==> src/rtl/uart_tx_frame.sv <==
// Ready/valid UART transmitter: start, DATA_BITS LSB first, optional parity, STOP_BITS stop bits.
// Define UART_TX_PARITY_EN to insert the parity bit; PARITY_ODD then selects odd parity.
module uart_tx_frame #(
  parameter int CLK_FREQ   = 50_000_000,
  parameter int BAUD_RATE  = 9600,
  parameter int DATA_BITS  = 8,
  parameter int STOP_BITS  = 1,
  parameter int PARITY_ODD = 0
) (
  input  logic                 clk,
  input  logic                 rst_n,
  input  logic [DATA_BITS-1:0] s_data,
  input  logic                 s_valid,
  output logic                 s_ready,
  output logic                 tx,
  output logic                 busy,
  output logic                 done
);

  localparam int BAUD_DIV = CLK_FREQ / BAUD_RATE;
  localparam int CNT_W    = (BAUD_DIV < 2) ? 1 : $clog2(BAUD_DIV);
  localparam int IDX_W    = (DATA_BITS < 2) ? 1 : $clog2(DATA_BITS);
  localparam logic [CNT_W-1:0] CNT_LAST  = CNT_W'(BAUD_DIV - 1);
  localparam logic [IDX_W-1:0] IDX_LAST  = IDX_W'(DATA_BITS - 1);
  localparam logic             STOP_LAST = (STOP_BITS == 2);

  if (BAUD_DIV < 2) begin : g_bad_baud
    $error("uart_tx_frame: BAUD_DIV must be >= 2");
  end
  if (DATA_BITS < 5 || DATA_BITS > 9) begin : g_bad_data
    $error("uart_tx_frame: DATA_BITS must be 5..9");
  end
  if (STOP_BITS != 1 && STOP_BITS != 2) begin : g_bad_stop
    $error("uart_tx_frame: STOP_BITS must be 1 or 2");
  end
  if (PARITY_ODD != 0 && PARITY_ODD != 1) begin : g_bad_par
    $error("uart_tx_frame: PARITY_ODD must be 0 or 1");
  end

`ifdef UART_TX_PARITY_EN
  typedef enum logic [2:0] {IDLE, START, DATA, PARITY, STOP} state_t;
  logic par_bit;
`else
  typedef enum logic [1:0] {IDLE, START, DATA, STOP} state_t;
`endif

  state_t               state;
  logic [CNT_W-1:0]     baud_cnt;
  logic [IDX_W-1:0]     bit_idx;
  logic [DATA_BITS-1:0] shreg;
  logic                 stop_cnt;
  logic                 bit_end;

  assign bit_end = (baud_cnt == CNT_LAST);

  always_ff @(posedge clk or negedge rst_n) begin
    if (!rst_n) begin
      state    <= IDLE;
      baud_cnt <= '0;
      bit_idx  <= '0;
      shreg    <= '0;
      stop_cnt <= 1'b0;
      tx       <= 1'b1;
      s_ready  <= 1'b1;
      busy     <= 1'b0;
      done     <= 1'b0;
`ifdef UART_TX_PARITY_EN
      par_bit  <= 1'b0;
`endif
    end else begin
      done <= 1'b0;
      // Every state change happens on bit_end, so the wrap doubles as the per-transition clear.
      if (state != IDLE) baud_cnt <= bit_end ? '0 : baud_cnt + 1'b1;
      case (state)
        IDLE: begin
          if (s_valid) begin
            shreg    <= s_data;
            baud_cnt <= '0;
            state    <= START;
            tx       <= 1'b0;
            s_ready  <= 1'b0;
            busy     <= 1'b1;
`ifdef UART_TX_PARITY_EN
            par_bit  <= (^s_data) ^ (PARITY_ODD != 0);
`endif
          end
        end
        START: begin
          if (bit_end) begin
            state   <= DATA;
            bit_idx <= '0;
            tx      <= shreg[0];
            shreg   <= shreg >> 1;
          end
        end
        DATA: begin
          if (bit_end) begin
            if (bit_idx == IDX_LAST) begin
`ifdef UART_TX_PARITY_EN
              state    <= PARITY;
              tx       <= par_bit;
`else
              state    <= STOP;
              tx       <= 1'b1;
              stop_cnt <= 1'b0;
`endif
            end else begin
              bit_idx <= bit_idx + 1'b1;
              tx      <= shreg[0];
              shreg   <= shreg >> 1;
            end
          end
        end
`ifdef UART_TX_PARITY_EN
        PARITY: begin
          if (bit_end) begin
            state    <= STOP;
            tx       <= 1'b1;
            stop_cnt <= 1'b0;
          end
        end
`endif
        STOP: begin
          if (bit_end) begin
            if (stop_cnt == STOP_LAST) begin
              state   <= IDLE;
              tx      <= 1'b1;
              s_ready <= 1'b1;
              busy    <= 1'b0;
              done    <= 1'b1;
            end else begin
              stop_cnt <= 1'b1;
            end
          end
        end
        default: state <= IDLE;
      endcase
    end
  end

endmodule

==> config.mk <==
export PLATFORM = sky130hd
export DESIGN_NAME = uart_tx_frame
export DESIGN_NICKNAME = d
export VERILOG_FILES = /design/src/rtl/uart_tx_frame.sv
export SDC_FILE = /design/constraint.sdc
export NUM_CORES = 1
export LEC_CHECK = 0
export CAP_MARGIN = 5
export CORE_UTILIZATION = 45
export CTS_CLUSTER_SIZE = 14
export DETAILED_ROUTE_END_ITERATION = 7
export PLACE_DENSITY = 0.67
export REMOVE_ABC_BUFFERS = 1
export SETUP_SLACK_MARGIN = 0.1
export SLEW_MARGIN = 20
export SYNTH_ARGS = -nofsm -noshare
export SYNTH_HDL_FRONTEND = slang
export SYNTH_SLANG_ARGS = --single-unit
==> constraint.sdc <==
create_clock -name clk -period 2 [get_ports clk]
set_clock_uncertainty 0.1 [all_clocks]
set_input_delay 0.3 -clock clk [delete_from_list [all_inputs] [get_ports clk]]
set_output_delay 0.3 -clock clk [all_outputs]
set_load 0.05 [all_outputs]
Yosys cells after proc, flatten, opt, wreduce, memory -nomap -nowiden:

Index checks and enable logic that the tools add are counted.

* input port bits: 11
* ROM bits: 0
* word-level logic and storage cells: 75
* output and inout bits: 4
* bits in latches: 0
* memories kept: 0
* memory bits (writable): 0
* register bits after elaboration: 31

* equal/unequal tests: 12
* multipliers: 0
* reductions and logical operators: 12
* bitwise logic cells: 0
* multiplexer cells: 40
* $lt $le $gt $ge: 0
* $add $sub $neg: 2
* shift-type cells: 0
* div/mod/pow operators: 0

Operator list (count)
* 13-bit 2-to-1 mux: 4
* 8-bit 2-to-1 mux: 4
* 8-bit one-hot mux with 3 select lines: 1
* 1-bit 2-to-1 mux: 16
* 2-bit != test, second input constant: 7
* 13-bit by 1-bit adder with 13-bit output, second input constant: 1
* 13-bit equality test, second input constant: 1
* 2-bit 2-to-1 mux: 6
* 4-bit AND reduction: 3
* 5-bit AND reduction: 2
* 3-bit 2-to-1 mux: 3
* 2-bit one-hot mux with 4 select lines: 1
* 2-bit nonzero test: 4
* 1-bit one-hot mux with 2 select lines: 3
* 3-bit one-hot mux with 2 select lines: 1
* 6-bit AND reduction: 1
* 2-bit equality test, second input constant: 2
* 1-bit one-hot mux with 4 select lines: 1
* 3-bit by 1-bit adder with 3-bit output, second input constant: 1
* 3-bit equality test, second input constant: 1
* 3-bit nonzero test: 1
* 2-bit by 1-bit equality test with 1-bit output, second input constant: 1
* 2-bit zero test: 1

Logic depth before layout (Yosys ltp):

Gate-level depths: netlist of run 1.

* word-level depth: 5
* mapped depth: 7
* gate-level depth less buffers: 6

Least setup slack after synthesis of run 1:

No wires, ideal clock.

* kind: register to register
* from: register baud_cnt[0]
* to: register shreg[0]
* arrival: 1769 ps
* slack: 7 ps
* buffers on the path: 0
* cell stages (with the launch flop): 6
* clock period less this slack: 1993 ps
* required time: 1775 ps
* setup time: 125 ps
* path through: dfrtp_1 -> ha_1 -> and4b_1 -> nand4b_4 -> a221oi_4 -> mux2_2

* cells in the longest elaborated chain, start to end: 3
* elaborated cells between the ends (all ways): 4
* those cells by class: 3 x eq/ne; 1 x reduce/logical

Ends and longest elaborated chain
* from (decl): line 48 `logic [CNT_W-1:0] baud_cnt;`
* from (signal assigned): line 73 `if (state != IDLE) baud_cnt <= bit_end ? '0 : baud_cnt + 1'b1;`
* 13-bit equality test *: line 54 `assign bit_end = (baud_cnt == CNT_LAST);`
* 2-bit != test (no line)
* 5-bit AND reduction (no line) *
* to (signal assigned): line 77 `shreg <= s_data;`
* to (signal assigned): line 93 `shreg <= shreg >> 1;`
* to (signal assigned): line 110 `shreg <= shreg >> 1;`
* to (decl): line 50 `logic [DATA_BITS-1:0] shreg;`

Every way passes the cells marked *; elsewhere a longest branch is shown, timed or not.
A chain may end at the register's enable or synchronous reset.

Worst setup path after layout of run 1:

* from: register baud_cnt[11]
* to: register shreg[5]

The elaborated chain is that of the path after synthesis.

==> flow_metrics.py, run 1 <==
metrics = {
    "clocking": {
        "htreeDepth": 2,
        "clkLatencyLatePin_ns": 0.29,
        "numCtsBuffers": 5,
        "ctsHoldBuffers": 0,
        "clock_sinks": 30,
        "cts_tree": "yes",
        "root_buffer": "clkbuf_8",
        "cts.clk_slew.worst_paths_ns": 0.07,
        "clockBufferDepth": 2,
    },
    "detailed_routing": {
        "drt_pass1_iterations": 4,
        "via_count": 1371,
        "drcViolationCount": 0,
        "ant_nets": 0,
        "vias_per_cell": 5.619,
        "routedWlPerCell_um": 14.84,
        "drtIter0Drc": 53,
        "routed_wl_um": 3620,
    },
    "finish": {
        "fin_nets": 214,
        "area_delta_synth_final_pct": 27.50,
        "final_core_util_pct": 59.74,
        "n_fill_cell": 307,
        "final_area_um2": 2187,
        "fin_cells": 244,
        "drive_above_1_share_pct": 32.65,
        "antenna_cells": 0,
    },
    "power_and_ir_drop": {
        "p_leak_nw": 1.002,
        "peakVddDrop_mv": 0.7114,
        "fin_total_pwr_mw": 2.940,
        "p_per_area_nw_per_um2": 1344,
    },
    "timing": {
        "period_share_pct": 97.34,
        "hold_slack_ns": 0.2954,
        "setup_violations": 0,
        "min_period_ns": 1.947,
        "slew_violations": 0,
        "final.setup.tns_ns": 0,
        "slew_headroom_pct": 66.18,
        "layout_setup_ws_ns": 0.05322,
        "rsz0062_at_grt": "yes",
        "worst_pin_slew_ns": 0.5064,
        "max_freq_mhz": 513.7,
        "hold_violations": 0,
    },
    "die": {
        "die_area_um2": 4063,
        "die_x_um": 63.74,
        "std_cell_rows": 22,
        "boundaryPins": 15,
        "die_y_um": 63.74,
        "start_util_pct": 46.86,
        "core_um2": 3661,
    },
    "critical_path": {
        "start_kind": "register",
        "cp_slowest_stage_delay_ns": 0.46,
        "r2r-end": "shreg[5]",
        "reg2reg_depth": 5,
        "worstPathRequired_ns": 2.06,
        "worst_setup_path_end_kind": "register",
        "cp_slowest_cell": "dfrtp_1",
        "path_cells": "nor4b_4 -> nand4b_4 -> a221oi_4 -> buf_12 -> mux2_4",
        "reg2reg_from": "baud_cnt[11]",
        "critPathKind": "reg -> reg",
        "r2r_slack_ns": 0.05,
        "worstPathArrival_ns": 2.01,
        "path_max_fanout": 8,
    },
    "global_route": {
        "grt_pass1_vias": 1349,
        "grt-ovfl-total": 0,
        "grt_pass1_wl_um": 6113,
        "grt_use_total_pct": 19.74,
        "grt_max_degree": 31,
        "antenna_found_initial": 0,
    },
    "placement": {
        "place_hpwl_um": 2608,
        "dp_cells": 234,
        "numPortBuffers": 14,
        "dp_worst_setup_slack_ns": -0.0008206,
        "placed_area_um2": 2039,
        "place_congestion": 0.8658,
    },
    "flow_run": {
        "drv_cap": 0,
    },
    "synthesis": {
        "synth_edf_count": 0,
        "async_flop_share_pct": 100.0,
        "synth_cell_types": 44,
        "synth_warnings": 0,
        "synth_seq_area_share_pct": 43.91,
        "ys.flop_type": "dfrtp_1",
        "ys_ff_latch": 30,
        "synthCells": 161,
        "syn_area_per_cell_um2": 10.65,
        "syn_area_um2": 1715,
    },
    "min_path": {
        "hold_path_class": "in -> async",
    },
    "outcome": {
        "outcome": "completed",
    },
}
-- flip-flops by register name (all words and copies together) (netlist names) --
signal    flops
state         2
tx            1
busy          1
baud_cnt     13
done          1
shreg         8
bit_idx       3
s_ready       1
-- synth_stat cells, types with 3 or more instances --
cell | count | area, um^2
dfrtp_1 | 28 | 700.7
nand3_1 | 14 | 70.07
or4_1 | 3 | 22.52
nand2b_1 | 3 | 18.77
mux2_2 | 18 | 202.7
o21ai_0 | 6 | 30.03
ha_1 | 8 | 100.1
clkbuf_1 | 8 | 30.03
a21oi_1 | 8 | 40.04
inv_1 | 5 | 18.77
nor2_1 | 4 | 15.01
nand2_1 | 14 | 52.55
-- worst max path at each step --
stage                            start       end  slack (ns)  depth (start not counted)
after floorplan               state[0]  shreg[0]       -0.14                          6
after global placement     baud_cnt[0]        tx        0.08                          5
after detailed placement   baud_cnt[0]        tx     -0.0008                          5
after CTS                  baud_cnt[1]  shreg[6]        0.05                          6
after global routing      baud_cnt[11]  state[1]       -0.04                          4
final                     baud_cnt[11]  shreg[5]        0.05                          5
-- placed cells by master, fill, tap and decap left out, drive strengths merged, types with 2 or more instances in the layout --
master and count:
nand4 2, clkdlybuf4s50 11, and3 3, and4 2, o21ai 6, nor2 4
mux2 18, nand2b 3, nand4b 3, a21oi 8, nor2b 2, dfrtp 28
dfstp 2, nor3 2, nand2 14, o211ai 2, buf 25, a22o 2
or4 3, nand3 14, ha 8, a31oi 2, inv 5, clkbuf 7
-- worst max-delay path: cells and delay by family (launching register included) --
kind | cells | cell delay [ns]
buf+inv | 1 | 0.18
flops | 1 | 0.46
simple gates | 2 | 0.48
compound gates | 1 | 0.31
mux | 1 | 0.30
-- power by group --
group | total (mW) | switching (mW) | internal (mW)
combinational | 1.53 | 0.674 | 0.859
clock | 0.507 | 0.230 | 0.277
sequential | 0.899 | 0.116 | 0.784
-- final cells by class --
cell class	count	area [um^2]	area share (%)
multi-input cells	116	940.9	43.02
flip-flops and latches	30	753.2	34.44
repair buffers	37	322.8	14.76
clock buffers	7	86.33	3.947
well taps	48	60.06	2.746
inverters	5	18.77	0.8581
clock inverters	1	5.005	0.2288
-- per-layer routing --
layer	track usage [%]	part of all wire, %
met1	24.31	46
met4	8.523	1.3
met2	31.65	48
met5	0	0
met3	6.250	4.6
-- cells by family after synthesis --
| group | Yosys count | synth area share, % |
|---|---|---|
| DFF | 30 | 43.91 |
| and+or+nand+nor | 59 | 21.44 |
| muxes | 19 | 12.40 |
| adders and majority gates | 8 | 5.835 |
| AOI/OAI and AO/OA | 30 | 12.91 |
| buffers and inverters | 15 | 3.501 |
-- timing repair --
item,in CTS,in global routing
resized for setup,8,8
buffers inserted,2,0
endpoints found under the setup margin,10,14
hold endpoints to repair,0,0
gates cloned,0,0
pin swaps,2,4
No activity file was read; power rests on OpenSTA's default activity.
==> run 2: changes to the inputs <==
--- a/config.mk
+++ b/config.mk
@@ -9,7 +9,7 @@
 export CORE_UTILIZATION = 45
 export CTS_CLUSTER_SIZE = 14
 export DETAILED_ROUTE_END_ITERATION = 7
-export PLACE_DENSITY = 0.67
+export PLACE_DENSITY = 0.78
 export REMOVE_ABC_BUFFERS = 1
 export SETUP_SLACK_MARGIN = 0.1
 export SLEW_MARGIN = 20
==> constraint.sdc (replaced) <==
create_clock -name clk -period 2 [get_ports clk]
set_clock_uncertainty 0.1 [all_clocks]
set_input_delay 0.3 -clock clk [delete_from_list [all_inputs] [get_ports clk]]
set_output_delay 0.3 -clock clk [all_outputs]
set_load 0.005 [all_outputs]
==> run 2 against run 1 <==
  * Routed wire length is 7.0% higher
  * Sequential share of layout area is 0.18 points lower
  * Die area stayed put
  * Non-clock buffer count is 2 higher
  * First-iteration DRC count is 66% higher
  * Global-route usage is 2.5 points higher
  * Worst setup slack hardly changed
  * Register-to-register slack hardly changed
  * Cell count is 0.82% higher
  * Total power is 1.5% lower
  * Critical path type unchanged
==> flow_metrics.py, run 2 (same netlist as run 1, synthesis figures left out) <==
metrics = {
    "outcome": {
        "outcome": "completed",
    },
    "critical_path": {
        "worstPathArrival_ns": 2.02,
        "r2r-end": "shreg[7]",
        "start_kind": "register",
        "r2r_slack_ns": 0.05,
        "reg2reg_depth": 5,
        "path_max_fanout": 8,
        "critPathKind": "reg -> reg",
        "crit_end": "shreg[7]",
        "worstPathRequired_ns": 2.07,
        "worst_setup_path_end_kind": "register",
        "cp-startpoint": "baud_cnt[3]",
        "cp_slowest_stage_delay_ns": 0.41,
        "path_cells": "nor4b_4 -> nand4b_4 -> a221oi_4 -> buf_6 -> mux2_2",
        "cp_slowest_cell": "dfrtp_1",
        "reg2reg_from": "baud_cnt[3]",
    },
    "finish": {
        "fin_cells": 246,
        "layout_commonest_cell": "dfrtp_1",
        "final_area_um2": 2202,
        "final_cell_mix": "27 x dfrtp_1, 24 x buf_4, 14 x nand2_1, 14 x nand3_1, 14 x clkdlybuf4s50_1",
        "area_delta_synth_final_pct": 28.37,
        "antenna_cells": 0,
        "largest_register_ffs": 13,
        "fin_nets": 216,
        "drive_above_1_share_pct": 32.32,
        "reg.largest.list": "baud_cnt (13), shreg (8), bit_idx (3)",
        "largest_register": "baud_cnt",
    },
    "global_route": {
        "grt_pass1_vias": 1496,
        "grt-ovfl-total": 0,
        "antenna_found_initial": 0,
        "grt_pass1_wl_um": 6768,
        "grt_max_degree": 31,
        "grtUsageMet1_pct": 26.00,
        "grt_use_total_pct": 22.19,
        "grt_use_met2_pct": 36.70,
        "top_usage_layer": "met2",
        "grtUsageMet3_pct": 8.750,
    },
    "die": {
        "die_area_um2": 4063,
        "die_x_um": 63.74,
        "core_um2": 3661,
        "std_cell_rows": 22,
        "boundaryPins": 15,
        "start_util_pct": 46.86,
        "die_y_um": 63.74,
    },
    "clocking": {
        "cts_tree": "yes",
        "clkLatencyLatePin_ns": 0.28,
        "ctsHoldBuffers": 0,
        "numCtsBuffers": 5,
        "clockBufferDepth": 2,
        "cts.clk_slew.worst_paths_ns": 0.07,
        "clock_sinks": 30,
        "root_buffer": "clkbuf_8",
        "htreeDepth": 2,
    },
    "power_and_ir_drop": {
        "peakVddDrop_mv": 0.8478,
        "p_per_area_nw_per_um2": 1316,
        "p_leak_nw": 0.9968,
    },
    "timing": {
        "min_period_ns": 1.947,
        "hold_slack_ns": 0.2989,
        "final.setup.tns_ns": 0,
        "setup_violations": 0,
        "period_share_pct": 97.36,
        "rsz0062_at_grt": "yes",
        "slew_headroom_pct": 74.02,
        "worst_pin_slew_ns": 0.3898,
        "slew_violations": 0,
        "hold_violations": 0,
        "max_freq_mhz": 513.6,
    },
    "placement": {
        "dp_cells": 231,
        "place_hpwl_um": 2730,
        "numPortBuffers": 14,
        "placed_area_um2": 2009,
        "place_congestion": 0.8460,
    },
    "detailed_routing": {
        "vias_per_cell": 5.809,
        "routedWlPerCell_um": 15.75,
        "routed_wl_um": 3875,
        "via_count": 1429,
        "ant_nets": 0,
        "drtIter0Drc": 88,
        "drcViolationCount": 0,
        "drt_pass1_iterations": 6,
    },
    "min_path": {
        "hold_path_class": "in -> async",
    },
    "flow_run": {
        "drv_cap": 0,
    },
}
==> run 2: metrics by stage <==
stage                     worst slack (ns)  utilization, %  power, mW
after global placement             0.07634           54.89      2.117
final                              0.05287           60.15      2.897
after CTS                          0.05464           59.57      2.873
after floorplan                    -0.1366               -      1.777
after detailed placement         -0.003925           54.89      2.204
after global routing              -0.02429           60.15      3.100
==> run 2: timing repair <==
| item | in CTS | in global routing |
|---|---|---|
| setup buffers | 6 | 1 |
| pin swaps | 3 | 0 |
| resized for setup | 11 | 4 |
| hold endpoints to repair | 0 | 0 |
| setup endpoints to repair | 10 | 13 |
==> run 2: area by class of cell <==
| class | instances | area [um^2] |
|---|---|---|
| Clock buffer | 7 | 86.33 |
| Clock inverter | 1 | 5.005 |
| Fill cell | 308 | 1459 |
| Inverter | 5 | 18.77 |
| Multi-Input combinational cell | 116 | 945.9 |
| Sequential cell | 30 | 754.5 |
| Tap cell | 48 | 60.06 |
| Timing Repair Buffer | 39 | 331.6 |
==> run 2: critical path: cells and delay by family (launching register included) <==
kind / cells / cell delay [ns]
buf+inv: 1 / 0.18
mux: 1 / 0.34
compound gates: 1 / 0.24
simple gates: 2 / 0.56
flops: 1 / 0.41
==> run 2: worst min-delay path by stage <==
stage	cells after the start	slack, ns	end
2_1_floorplan	0	-0.1	baud_cnt[0]
3_3_place_gp	1	0.39	shreg[1]
3_5_place_dp	1	0.40	shreg[6]
4_1_cts	2	0.31	bit_idx[1]
5_1_grt	2	0.33	bit_idx[0]
6_report	2	0.30	bit_idx[0]
==> run 2: metal layers <==
layer	up-vias	routed length, um
li1	672	-
met1	713	1651
met2	39	2004
met5	-	0
met4	0	34
met3	5	186
==> run 2: power by group <==
group          internal, mW  total, mW  switching (mW)  leakage [nW]
Combinational         0.830       1.50           0.675         0.572
Clock                 0.277      0.497           0.220        0.0482
Sequential            0.784      0.895           0.111         0.377
==> RTL edit (flow settings as in run 2) <==
Set the parameter `CLK_FREQ` to 200_000_000 (it was 50_000_000).
--- a/src/rtl/uart_tx_frame.sv
+++ b/src/rtl/uart_tx_frame.sv
@@ -1,7 +1,7 @@
 // Ready/valid UART transmitter: start, DATA_BITS LSB first, optional parity, STOP_BITS stop bits.
 // Define UART_TX_PARITY_EN to insert the parity bit; PARITY_ODD then selects odd parity.
 module uart_tx_frame #(
-  parameter int CLK_FREQ   = 50_000_000,
+  parameter int CLK_FREQ   = 200_000_000,
   parameter int BAUD_RATE  = 9600,
   parameter int DATA_BITS  = 8,
   parameter int STOP_BITS  = 1,
Formal check against the unedited RTL: no difference found for any inputs over 10 cycles, from zero or initial values and one cycle with rst_n low; that may be too few to reach the edited logic, so the function may still have changed.
==> RTL edit against run 2 <==
The flow now finishes with violations (setup timing); sequential cell count grew 2; worst hold slack gained 0.021 ns; final area grew 13%; via count grew 9.7%; area after synthesis grew 7.4%; wire length grew 20%; sequential share of layout area shrank 1.9 points; worst setup slack lost 0.16 ns; critical path type unchanged; highest routed layer unchanged.
Power is not compared: it rests on default switching activity, and its combinational part moved more than twofold at a synthesized area within 25%.
==> RTL edit: results (changes against run 2) <==
Status
The run finished, with violations left. The final reports fail on setup timing.

Global routing
The number of global-route vias before repair was 1579 (+5.5%). The global routing usage on met2 is 0.390 (+0.0233). The wire length of the first global-routing pass is 7510 um (+11%). The aggregate global-route resource usage is 0.235 (+0.0131). The met1 capacity usage during global routing came to 0.290 (+0.0296). The met3 track utilization from global routing is 0.0603 (-0.0272).

Finish
The multi-input gate share of the layout cell area came to 0.443 (+0.0130). The clock network contribution to total cell area came to 0.0307 (-0.0107). The count of placed standard cells in the final layout, fillers left out is 278 (+13%). The fraction of area in non-clock buffers is 0.168 (+0.0178). The non-clock inverter instance count of the final layout came to 7 (+2). The sequential cell area was 803 um2 (+6.5%).

The multi-input logic cell count is 135 (+16%). The post-layout utilization of the core is 0.653 (+0.0520). The multi-input gate area in the final layout is 1100 um2 (+16%).

The total number of nets in the final design is 250 (+16%).

Timing
The relative slew slack is 0.715 (-0.0253). The setup total negative slack is -0.834 ns (-0.834 ns). The final number of setup-violating endpoints is 8 (+8).

The worst setup margin is -0.111 ns (-0.164 ns).

Yosys
The fraction of synthesized area in multiplexers was 0.115 (-0.00851). The area fraction in compound gates after synthesis is 0.162 (+0.0333). Sorting the synthesized cells by area gives the leading types as sky130_fd_sc_hd__dfrtp_1 (41%), sky130_fd_sc_hd__mux2_2 (11%), sky130_fd_sc_hd__ha_1 (6.1%), sky130_fd_sc_hd__nand2_1 (3.9%), sky130_fd_sc_hd__o21ai_0 (3.8%). The number of flip-flops and latches in the synthesized netlist is 32 (+6.7%). The gate count after technology mapping is 182 (+13%). The adder-cell share of the synthesized area is 0.0611 (+0.00279).

The distinct cell type count after synthesis is 39 (-11%). The area share of the leading cell type in the synthesized netlist is 0.408 (-0.000852). The sequential area share after synthesis is 0.436 (-0.00295).

Die
The die area is 4350 um2 (+7.1%).

Setup path
The highest cell delay on the worst timing path is 0.39 ns (-0.02 ns). The data arrival time of the critical path is 2.18 ns (+0.16 ns).

Placed design
The post-place setup slack is -0.180 ns (-0.176 ns). The routability congestion estimate is 0.792 (-6.4%). The detailed placer's ending HPWL is 2980 um (+9.1%).

Detailed routing
The amount of wire on met2 after detailed routing is 2310 um (+15%). The via total after detailed routing is 1568 (+9.7%). The length of routed wiring on met1 is 2100 um (+27%). The total wire length after detailed routing is 4640 um (+20%). The wire length on met3 is 150 um (-19%).

Clock tree
The post-cts sizing count came to 26 (+15).
[RTL edit: power groups by stage]
stage                     Combinational, mW  Clock [mW]  Sequential [mW]
after global routing                 0.0642       0.505            0.662
after detailed placement             0.0532           0            0.672
after global placement               0.0514           0            0.671
after floorplan                      0.0158           0            0.670
final                                0.0578       0.464            0.661
after CTS                            0.0589       0.472            0.661
[RTL edit: final timing paths]
path,start,to,slack (ns),depth (start not counted)
max,baud_cnt[11]$_DFF_PN0_,shreg[2]$_DFFE_PN0P_,-0.11,6
min,rst_n,shreg[2]$_DFFE_PN0P_,0.32,2
max reg2reg,baud_cnt[11]$_DFF_PN0_,shreg[2]$_DFFE_PN0P_,-0.11,6
min reg2reg,shreg[1]$_DFFE_PN0P_,shreg[1]$_DFFE_PN0P_,0.41,1
max in group asynchronous,rst_n,s_ready$_DFFE_PN1P_,1.14,2
min in group clk,shreg[1]$_DFFE_PN0P_,shreg[1]$_DFFE_PN0P_,0.41,1
